<file path="config.mk">
export PLATFORM = sky130hd
export DESIGN_NAME = seq_divider
export DESIGN_NICKNAME = d
export VERILOG_FILES = /design/src/rtl/seq_divider.sv
export SDC_FILE = /design/constraint.sdc
export NUM_CORES = 1
export LEC_CHECK = 0
export ABC_AREA = 1
export BUFFER_PORTS_ARGS = -buffer_cell sky130_fd_sc_hd__buf_2
export CAP_MARGIN = 20
export CORE_ASPECT_RATIO = 1.75
export CORE_UTILIZATION = 41
export CTS_CLUSTER_DIAMETER = 100
export DETAILED_ROUTE_END_ITERATION = 7
export SLEW_MARGIN = 30
export SYNTH_ARGS = -nofsm -noshare
export SYNTH_HDL_FRONTEND = slang
export SYNTH_SLANG_ARGS = --single-unit
</file>
<file path="constraint.sdc">
create_clock -name clk -period 3.2 [get_ports clk]
set_input_delay 0.96 -clock clk [delete_from_list [all_inputs] [get_ports clk]]
set_output_delay 0.96 -clock clk [all_outputs]
set_load 0.05 [all_outputs]
</file>
<file path="src/rtl/seq_divider.sv">
// seq_divider: multi-cycle restoring divider, one quotient bit per clock.
// Start is sampled only in IDLE. A normal divide produces a one-cycle done
// pulse WIDTH clocks after the accepted start. Divide-by-zero takes a
// single-cycle FIN path instead. Results are held until the next done.
// Optional feature macro: DIV_SIGNED_EN (two's complement operands/results).
module seq_divider #(
  parameter int WIDTH = 4
) (
  input  logic             clk,
  input  logic             reset,
  input  logic             start,
  input  logic [WIDTH-1:0] dividend,
  input  logic [WIDTH-1:0] divisor,
  output logic             busy,
  output logic             done,
  output logic [WIDTH-1:0] quotient,
  output logic [WIDTH-1:0] remainder,
  output logic             div_by_zero
);

  localparam int CW = (WIDTH > 2) ? $clog2(WIDTH) : 1;

  typedef enum logic [1:0] {IDLE, RUN, FIN} state_t;

  state_t           state_q;
  logic [WIDTH-1:0] rem_q;    // partial remainder
  logic [WIDTH-1:0] dq_q;     // dividend shifts out, quotient bits shift in
  logic [WIDTH-1:0] dvs_q;    // captured divisor magnitude
  logic [CW-1:0]    cnt_q;
  logic             busy_q, done_q, dbz_q;
  logic [WIDTH-1:0] quo_q, rmd_q;
`ifdef DIV_SIGNED_EN
  logic             negq_q;   // operand signs differ
  logic             negr_q;   // dividend was negative
`endif

  logic [WIDTH-1:0] dvd_mag, dvs_mag;
  logic [WIDTH:0]   shifted, trial;
  logic [WIDTH-1:0] rem_d, dq_d;
  logic [WIDTH-1:0] quo_d, rmd_d, zrem_d;

  // Operand magnitudes at capture; identity in the unsigned build
  always_comb begin
    dvd_mag = dividend;
    dvs_mag = divisor;
`ifdef DIV_SIGNED_EN
    if (dividend[WIDTH-1]) dvd_mag = -dividend;
    if (divisor[WIDTH-1])  dvs_mag = -divisor;
`endif
  end

  // One restoring iteration: shift, trial subtract at WIDTH+1 bits, restore on borrow
  always_comb begin
    shifted = {rem_q, dq_q[WIDTH-1]};
    trial   = shifted - {1'b0, dvs_q};
    if (!trial[WIDTH]) begin
      rem_d = trial[WIDTH-1:0];
      dq_d  = {dq_q[WIDTH-2:0], 1'b1};
    end else begin
      rem_d = shifted[WIDTH-1:0];
      dq_d  = {dq_q[WIDTH-2:0], 1'b0};
    end
  end

  // Result sign fix-up in the done cycle; zrem_d rebuilds the raw dividend
  always_comb begin
    quo_d  = dq_d;
    rmd_d  = rem_d;
    zrem_d = dq_q;
`ifdef DIV_SIGNED_EN
    if (negq_q) quo_d  = -dq_d;
    if (negr_q) rmd_d  = -rem_d;
    if (negr_q) zrem_d = -dq_q;
`endif
  end

  // Control FSM with registered outputs; reset wins over start
  always_ff @(posedge clk) begin
    if (reset) begin
      state_q <= IDLE;
      rem_q   <= '0;
      dq_q    <= '0;
      dvs_q   <= '0;
      cnt_q   <= '0;
      busy_q  <= 1'b0;
      done_q  <= 1'b0;
      dbz_q   <= 1'b0;
      quo_q   <= '0;
      rmd_q   <= '0;
`ifdef DIV_SIGNED_EN
      negq_q  <= 1'b0;
      negr_q  <= 1'b0;
`endif
    end else begin
      done_q <= 1'b0;
      case (state_q)
        IDLE: begin
          if (start) begin
            rem_q   <= '0;
            dq_q    <= dvd_mag;
            dvs_q   <= dvs_mag;
            cnt_q   <= '0;
            busy_q  <= 1'b1;
            dbz_q   <= 1'b0;
`ifdef DIV_SIGNED_EN
            negq_q  <= dividend[WIDTH-1] ^ divisor[WIDTH-1];
            negr_q  <= dividend[WIDTH-1];
`endif
            state_q <= (divisor == '0) ? FIN : RUN;
          end
        end
        RUN: begin
          rem_q <= rem_d;
          dq_q  <= dq_d;
          cnt_q <= cnt_q + 1'b1;
          if (cnt_q == CW'(WIDTH - 1)) begin
            quo_q   <= quo_d;
            rmd_q   <= rmd_d;
            done_q  <= 1'b1;
            busy_q  <= 1'b0;
            state_q <= IDLE;
          end
        end
        FIN: begin
          quo_q   <= '1;
          rmd_q   <= zrem_d;
          dbz_q   <= 1'b1;
          done_q  <= 1'b1;
          busy_q  <= 1'b0;
          state_q <= IDLE;
        end
        default: state_q <= IDLE;
      endcase
    end
  end

  assign busy        = busy_q;
  assign done        = done_q;
  assign quotient    = quo_q;
  assign remainder   = rmd_q;
  assign div_by_zero = dbz_q;

endmodule
</file>
==> flow_metrics.env, run 1 <==
export IMPL_synth_cell_types=25
export IMPL_dpl_cell_area_um2=1510
export IMPL_cts_resized=0
export IMPL_dp_hpwl_um=2370
export IMPL_cts_tree="built"
export IMPL_drv_cap=0
export IMPL_rows=27
export IMPL_dp_cells=239
export IMPL_slew_headroom_pct=73.1
export IMPL_reg2reg_from="state_q[0]$_SDFFE_PP0P_"
export IMPL_status="complete, no violations"
export IMPL_die_x_um=45.7
export IMPL_synth_avg_cell_area_um2=7.69
export IMPL_gr_usage_all_layers_pct=19.0
export IMPL_crit_cells=7
export IMPL_io_pins=22
export IMPL_finalInstanceArea_um2=1560
export IMPL_die_area_um2=3580
export IMPL_hold_class="reg2reg"
export IMPL_grt_pass1_wl_um=5100
export IMPL_slowest_stage="ha_1"
export IMPL_antenna_found_initial=0
export IMPL_cts_setup_buffers=0
export IMPL_routed_via_count=1239
export IMPL_crit_buf_inv=3
export IMPL_tightest_slew_ns=0.402
export IMPL_drt_iter0_markers=48
export IMPL_grt_max_degree=15
export IMPL_critical_path_required_ns=3.37
export IMPL_path_common_cell="inv_1"
export IMPL_p_total_mw=0.749
export IMPL_timing_final_crit_share_pct=60.1
export IMPL_rr_worst_depth=7
export IMPL_die_h_um=78.4
export IMPL_cts_root_buf="clkbuf_8"
export IMPL_reg2reg_slack_ns=1.28
export IMPL_crit_family="compound AO/OA/AOI/OAI gates"
export IMPL_worstReg2RegEnd="remainder[2]$_SDFFE_PP0P_"
export IMPL_slew_violations=0
export IMPL_area_delta_synth_final_pct=13.8
export IMPL_final_layout_size_suffix_gt1_share_pct=17.5
export IMPL_seq_area_frac_synth_pct=39.5
export IMPL_worst_ir_drop_vdd_v=0.000265
export IMPL_start_util_pct=43.1
export IMPL_p_per_area_nw_per_um2=481
export IMPL_clk_pin_slew_ns=0.09
export IMPL_htree_levels=1
export IMPL_overflow=0
export IMPL_final_cells=243
export IMPL_grt_pass1_vias=1209
export IMPL_core_um2=3180
export IMPL_clk_latency_ns=0.27
export IMPL_holdBufCountCts=0
export IMPL_min_path_cells=2
export IMPL_drtAntennaViolNets=0
export IMPL_clkSinkCount=27
export IMPL_crit_path_end="remainder[2]$_SDFFE_PP0P_"
export IMPL_antenna_cells=0
export IMPL_slowest_delay_ns=0.38
export IMPL_drcViolationCount=0
export IMPL_arrival_ns=2.09
export IMPL_wirelength_um=3030
export IMPL_worst_path_max_fanout=10
export IMPL_period_minus_slack_ns=1.92
export IMPL_hold_viol=0
export IMPL_via_per_inst=5.10
export IMPL_dr_pass1_iters=4
export IMPL_clock_skew_ns=0.00159
export IMPL_syn_nets=199
export IMPL_ys_ff_latch=27
export IMPL_place_gp_congestion=0.814
export IMPL_num_nets_final=222
export IMPL_final_setup_tns_ns=0
export IMPL_worst_setup_path_type="reg2reg"
export IMPL_synth_area_um2=1370
export IMPL_rsz0062_at_grt="false"
export IMPL_crit_path_cell_trace="inv_1 > ha_1 > inv_1 > o21ai_2 > inv_1 > a21oi_1 > a21oi_1"
export IMPL_synthCells=178
export IMPL_place_port_buffers=21
export IMPL_yosysWarnings=0
export IMPL_cp_startpoint="state_q[0]$_SDFFE_PP0P_"
export IMPL_clockBufferDepth=2
export IMPL_setup_violations=0
export IMPL_leakage_nw=0.694
export IMPL_critPathLaunchType="flip-flop"
export IMPL_routedWlPerCell_um=12.5
export IMPL_fmax_mhz=520
export IMPL_endpoint_kind="flip-flop"
export IMPL_cts_made_buffers=3
[placed cells by master (no fill, tap or decap), drive strengths merged]
cell type / count
a211oi: 1
a21oi: 29
a31oi: 3
buf: 21
clkbuf: 4
dfxtp: 27
fa: 1
ha: 9
inv: 20
nand2: 35
nand3: 15
nand3b: 3
nand4: 1
nor2: 7
o21ai: 20
or2: 3
xnor2: 1
[synthesized netlist by cell type]
| cell | number | area [um^2] |
|---|---|---|
| o21ai_2 | 2 | 17.5 |
| nand2_1 | 33 | 124 |
| nand4_1 | 1 | 6.26 |
| nand3b_1 | 3 | 22.5 |
| clkbuf_1 | 2 | 7.51 |
| nand3_1 | 14 | 70.1 |
| or2_2 | 1 | 6.26 |
| inv_1 | 19 | 71.3 |
| a21oi_1 | 28 | 140 |
| nand2_2 | 1 | 6.26 |
| nor2_1 | 7 | 26.3 |
| a211oi_1 | 1 | 7.51 |
| dfxtp_1 | 27 | 541 |
| or2_4 | 2 | 17.5 |
| buf_4 | 1 | 7.51 |
| o21ai_0 | 17 | 85.1 |
| inv_4 | 1 | 6.26 |
| a31oi_1 | 3 | 18.8 |
| xnor2_1 | 1 | 8.76 |
| nand3_2 | 1 | 10.0 |
| a21oi_2 | 1 | 8.76 |
| ha_1 | 9 | 113 |
| nand2_4 | 1 | 11.3 |
| o21ai_4 | 1 | 16.3 |
| fa_1 | 1 | 20.0 |
[tightest hold or removal path, cell delays in order (launching register included)]
cell and delay (ns):
dfxtp_1 0.32, inv_1 0.06, a21oi_2 0.04
[per-layer routing]
metal,vias to the layer above,GRT usage [%],routed length (um)
met1,566,22.0,1230
met4,0,9.39,90
met3,8,2.53,85
met5,-,0,0
li1,642,-,-
met2,23,32.1,1620
[cells by family after synthesis]
| logic type | count (synthesis) | share of synthesized area [%] |
|---|---|---|
| adder cells (fa/ha/maj) | 10 | 9.69 |
| buffers and inverters | 23 | 6.76 |
| XOR/XNOR | 1 | 0.640 |
| flip-flops | 27 | 39.5 |
| AO/OA/AOI/OAI | 53 | 21.5 |
| AND/OR/NAND/NOR | 64 | 21.9 |
[final cells by class]
class	instances	area (um^2)
Fill cell	336	1620
Multi-Input combinational cell	128	736
Sequential cell	27	541
Timing Repair Buffer	21	105
Inverter	20	77.6
Tap cell	43	53.8
Clock buffer	4	45.0
[flip-flops by register name, summed over array words and instances, names as in the netlist]
name	count
busy	1
cnt_q	2
div_by_zero	1
done	1
dq_q	4
dvs_q	4
quotient	4
rem_q	4
remainder	4
state_q	2
[per-stage QoR]
step	hold WS, ns	setup WS [ns]	utilization (%)
final	0.462	1.28	49.1
after global routing	0.474	1.10	49.1
after CTS	0.461	1.27	49.1
after detailed placement	0.444	1.25	47.6
after global placement	0.437	1.33	47.6
after floorplan	0.429	1.52	-
[where the power goes]
group	total, mW	switching [mW]	internal (mW)
combinational	0.190	0.122	0.0677
clock	0.191	0.102	0.0892
sequential	0.368	0.0139	0.355
total	0.749	0.238	0.511
[worst min-delay path by stage]
stage	start	to	slack (ns)
after floorplan	cnt_q[0]$_SDFFE_PP0P_	cnt_q[0]$_SDFFE_PP0P_	0.43
after global placement	busy$_SDFFE_PP0P_	busy$_SDFFE_PP0P_	0.44
after detailed placement	busy$_SDFFE_PP0P_	busy$_SDFFE_PP0P_	0.44
after CTS	busy$_SDFFE_PP0P_	busy$_SDFFE_PP0P_	0.46
after global routing	busy$_SDFFE_PP0P_	busy$_SDFFE_PP0P_	0.47
final	busy$_SDFFE_PP0P_	busy$_SDFFE_PP0P_	0.46
Power figures use the tool's default switching activity.
==> run 2: changes to the inputs <==
==> constraint.sdc (replaced) <==
create_clock -name clk -period 1.7 [get_ports clk]
set_input_delay 0.51 -clock clk [delete_from_list [all_inputs] [get_ports clk]]
set_output_delay 0.51 -clock clk [all_outputs]
set_load 0.05 [all_outputs]
==> run 2 against run 1 <==
Compared with the run above:
- the flow now finishes with violations (negative setup slack)
- first-iteration DRC count down 23%
- maximum frequency grew 13%
- power up 110%
- clock-buffer cell count fell by 1
- core utilization grew 6.9 points
- sequential share of layout area decreased by 4.1 points
- via count is 7.3% higher
- non-clock buffer count up 11
- worst setup slack got worse by 1.3 ns
- sequential power increased by 89%
- largest power group unchanged
==> flow_metrics.env, run 2 (same netlist as run 1, synthesis figures left out) <==
export IMPL_io_pins=22
export IMPL_combPwrFrac_pct=32.5
export IMPL_slowest_stage="fa_2"
export IMPL_grt_max_degree=17
export IMPL_routed_via_count=1329
export IMPL_endpoint_kind="flip-flop"
export IMPL_final_setup_tns_ns=-0.0104
export IMPL_area_delta_synth_final_pct=29.8
export IMPL_status="finished with violations"
export IMPL_antenna_found_initial=0
export IMPL_grt_pass1_wl_um=5600
export IMPL_clk_pin_slew_ns=0.10
export IMPL_place_gp_congestion=0.817
export IMPL_setup_slack_ns=-0.00764
export IMPL_drt_iter0_markers=37
export IMPL_gr_usage_all_layers_pct=20.8
export IMPL_start_util_pct=43.1
export IMPL_leakage_nw=0.780
export IMPL_rsz0062_at_grt="true"
export IMPL_clock_skew_ns=0.00709
export IMPL_via_per_inst=5.23
export IMPL_power_frac_clock_pct=23.7
export IMPL_clkSinkCount=27
export IMPL_rows=27
export IMPL_cts_tree="built"
export IMPL_clk_latency_ns=0.28
export IMPL_crit_family="simple AND/OR/NAND/NOR gates"
export IMPL_internal_power_mw=1.04
export IMPL_clockBufferDepth=2
export IMPL_die_h_um=78.4
export IMPL_cts_root_buf="clkbuf_8"
export IMPL_power_share_switching_pct=34.8
export IMPL_p_total_mw=1.59
export IMPL_arrival_ns=1.93
export IMPL_drcViolationCount=0
export IMPL_overflow=0
export IMPL_fin_util_pct=55.9
export IMPL_htree_levels=1
export IMPL_antenna_cells=0
export IMPL_dr_pass1_iters=4
export IMPL_worst_path_max_fanout=6
export IMPL_die_x_um=45.7
export IMPL_worst_setup_path_type="reg2reg"
export IMPL_cts_made_buffers=3
export IMPL_final_common_cell="nand2_1"
export IMPL_tightest_slew_ns=0.362
export IMPL_final_layout_size_suffix_gt1_share_pct=34.1
export IMPL_hold_class="reg2reg"
export IMPL_fmax_mhz=586
export IMPL_routedWlPerCell_um=14.1
export IMPL_slew_headroom_pct=75.8
export IMPL_critPathLaunchType="flip-flop"
export IMPL_violations="negative setup slack"
export IMPL_slowest_delay_ns=0.39
export IMPL_die_area_um2=3580
export IMPL_holdWs_ns=0.465
export IMPL_final_cell_mix="27 x nand2_1, 25 x dfxtp_1, 23 x a21oi_1"
export IMPL_path_common_cell="nand2_2"
export IMPL_hold_viol=0
export IMPL_place_port_buffers=21
export IMPL_num_nets_final=233
export IMPL_crit_buf_inv=2
export IMPL_period_minus_slack_ns=1.71
export IMPL_worst_ir_drop_vdd_v=0.000607
export IMPL_seqPwrFrac_pct=43.8
export IMPL_grt_pass1_vias=1304
export IMPL_final_cells=254
export IMPL_critical_path_required_ns=1.92
export IMPL_dp_cells=249
export IMPL_drv_cap=0
export IMPL_p_sw_mw=0.552
export IMPL_crit_path_cell_trace="inv_2 > ha_4 > inv_2 > fa_2 > nand2_2 > nand2_2 > nand3_4 > nand2_8 > nand2_2 > nand3_2 > a21oi_2"
export IMPL_wirelength_um=3570
export IMPL_dp_hpwl_um=2580
export IMPL_timing_final_crit_share_pct=100
export IMPL_core_um2=3180
export IMPL_drtAntennaViolNets=0
export IMPL_slew_violations=0
export IMPL_p_per_area_nw_per_um2=893
export IMPL_setup_violations=3
## run 2: cell types whose count changed in the layout (fill, tap and decap cells not counted), sizes merged
cell	before	now
clkbuf	4	3
clkinvlp	0	1
buf	21	32
## run 2: cell type report
type | count | area [um^2]
well taps | 43 | 53.8
repair buffers | 32 | 188
clock buffers | 3 | 41.3
multi-input cells | 128 | 866
fillers | 322 | 1400
flip-flops and latches | 27 | 543
clock inverters | 1 | 7.51
inverters | 20 | 77.6
## run 2: worst min-delay path, cell delays in order (launching register included)
cell and delay, ns:
dfxtp_1 0.33, inv_1 0.06, a21oi_2 0.04
## run 2: routing by layer
layer | GRT usage (%) | share of wire, % | wire (um)
met3 | 2.07 | 2.8 | 101
met1 | 24.2 | 39 | 1380
met4 | 8.18 | 1.2 | 44
met2 | 36.6 | 57 | 2040
met5 | 0 | 0 | 0
## run 2: worst paths after layout
| check | cells after the start | startpoint | slack [ns] | end |
|---|---|---|---|---|
| worst min-delay path | 2 | busy$_SDFFE_PP0P_ | 0.47 | busy$_SDFFE_PP0P_ |
| worst min register to register | 2 | busy$_SDFFE_PP0P_ | 0.47 | busy$_SDFFE_PP0P_ |
| worst max register to register | 11 | dq_q[3]$_SDFFE_PP0P_ | -0.008 | remainder[1]$_SDFFE_PP0P_ |
| worst max-delay path | 11 | dq_q[3]$_SDFFE_PP0P_ | -0.008 | remainder[1]$_SDFFE_PP0P_ |
## run 2: what timing repair did
item,in CTS,in global routing
setup endpoints to repair,9,10
hold endpoints to repair,0,0
cloned,0,0
hold buffers,0,0
pin swaps,1,12
gates resized for setup,2,31
setup buffers,0,1
## run 2: power by group through the flow
stage / Clock, mW / Combinational, mW / Sequential (mW)
after detailed placement: 0 / 0.390 / 0.707
after floorplan: 0 / 0.261 / 0.718
after global routing: 0.409 / 0.567 / 0.701
after CTS: 0.384 / 0.395 / 0.693
after global placement: 0 / 0.383 / 0.705
final: 0.376 / 0.516 / 0.696
## run 2: stage by stage
step / setup slack (ns) / area, um^2
5_1_grt: -0.109 / 1780
4_1_cts: 0.00828 / 1640
3_5_place_dp: -0.0579 / 1590
3_3_place_gp: -0.00484 / 1590
6_report: -0.00764 / 1780
2_1_floorplan: 0.0846 / 1370
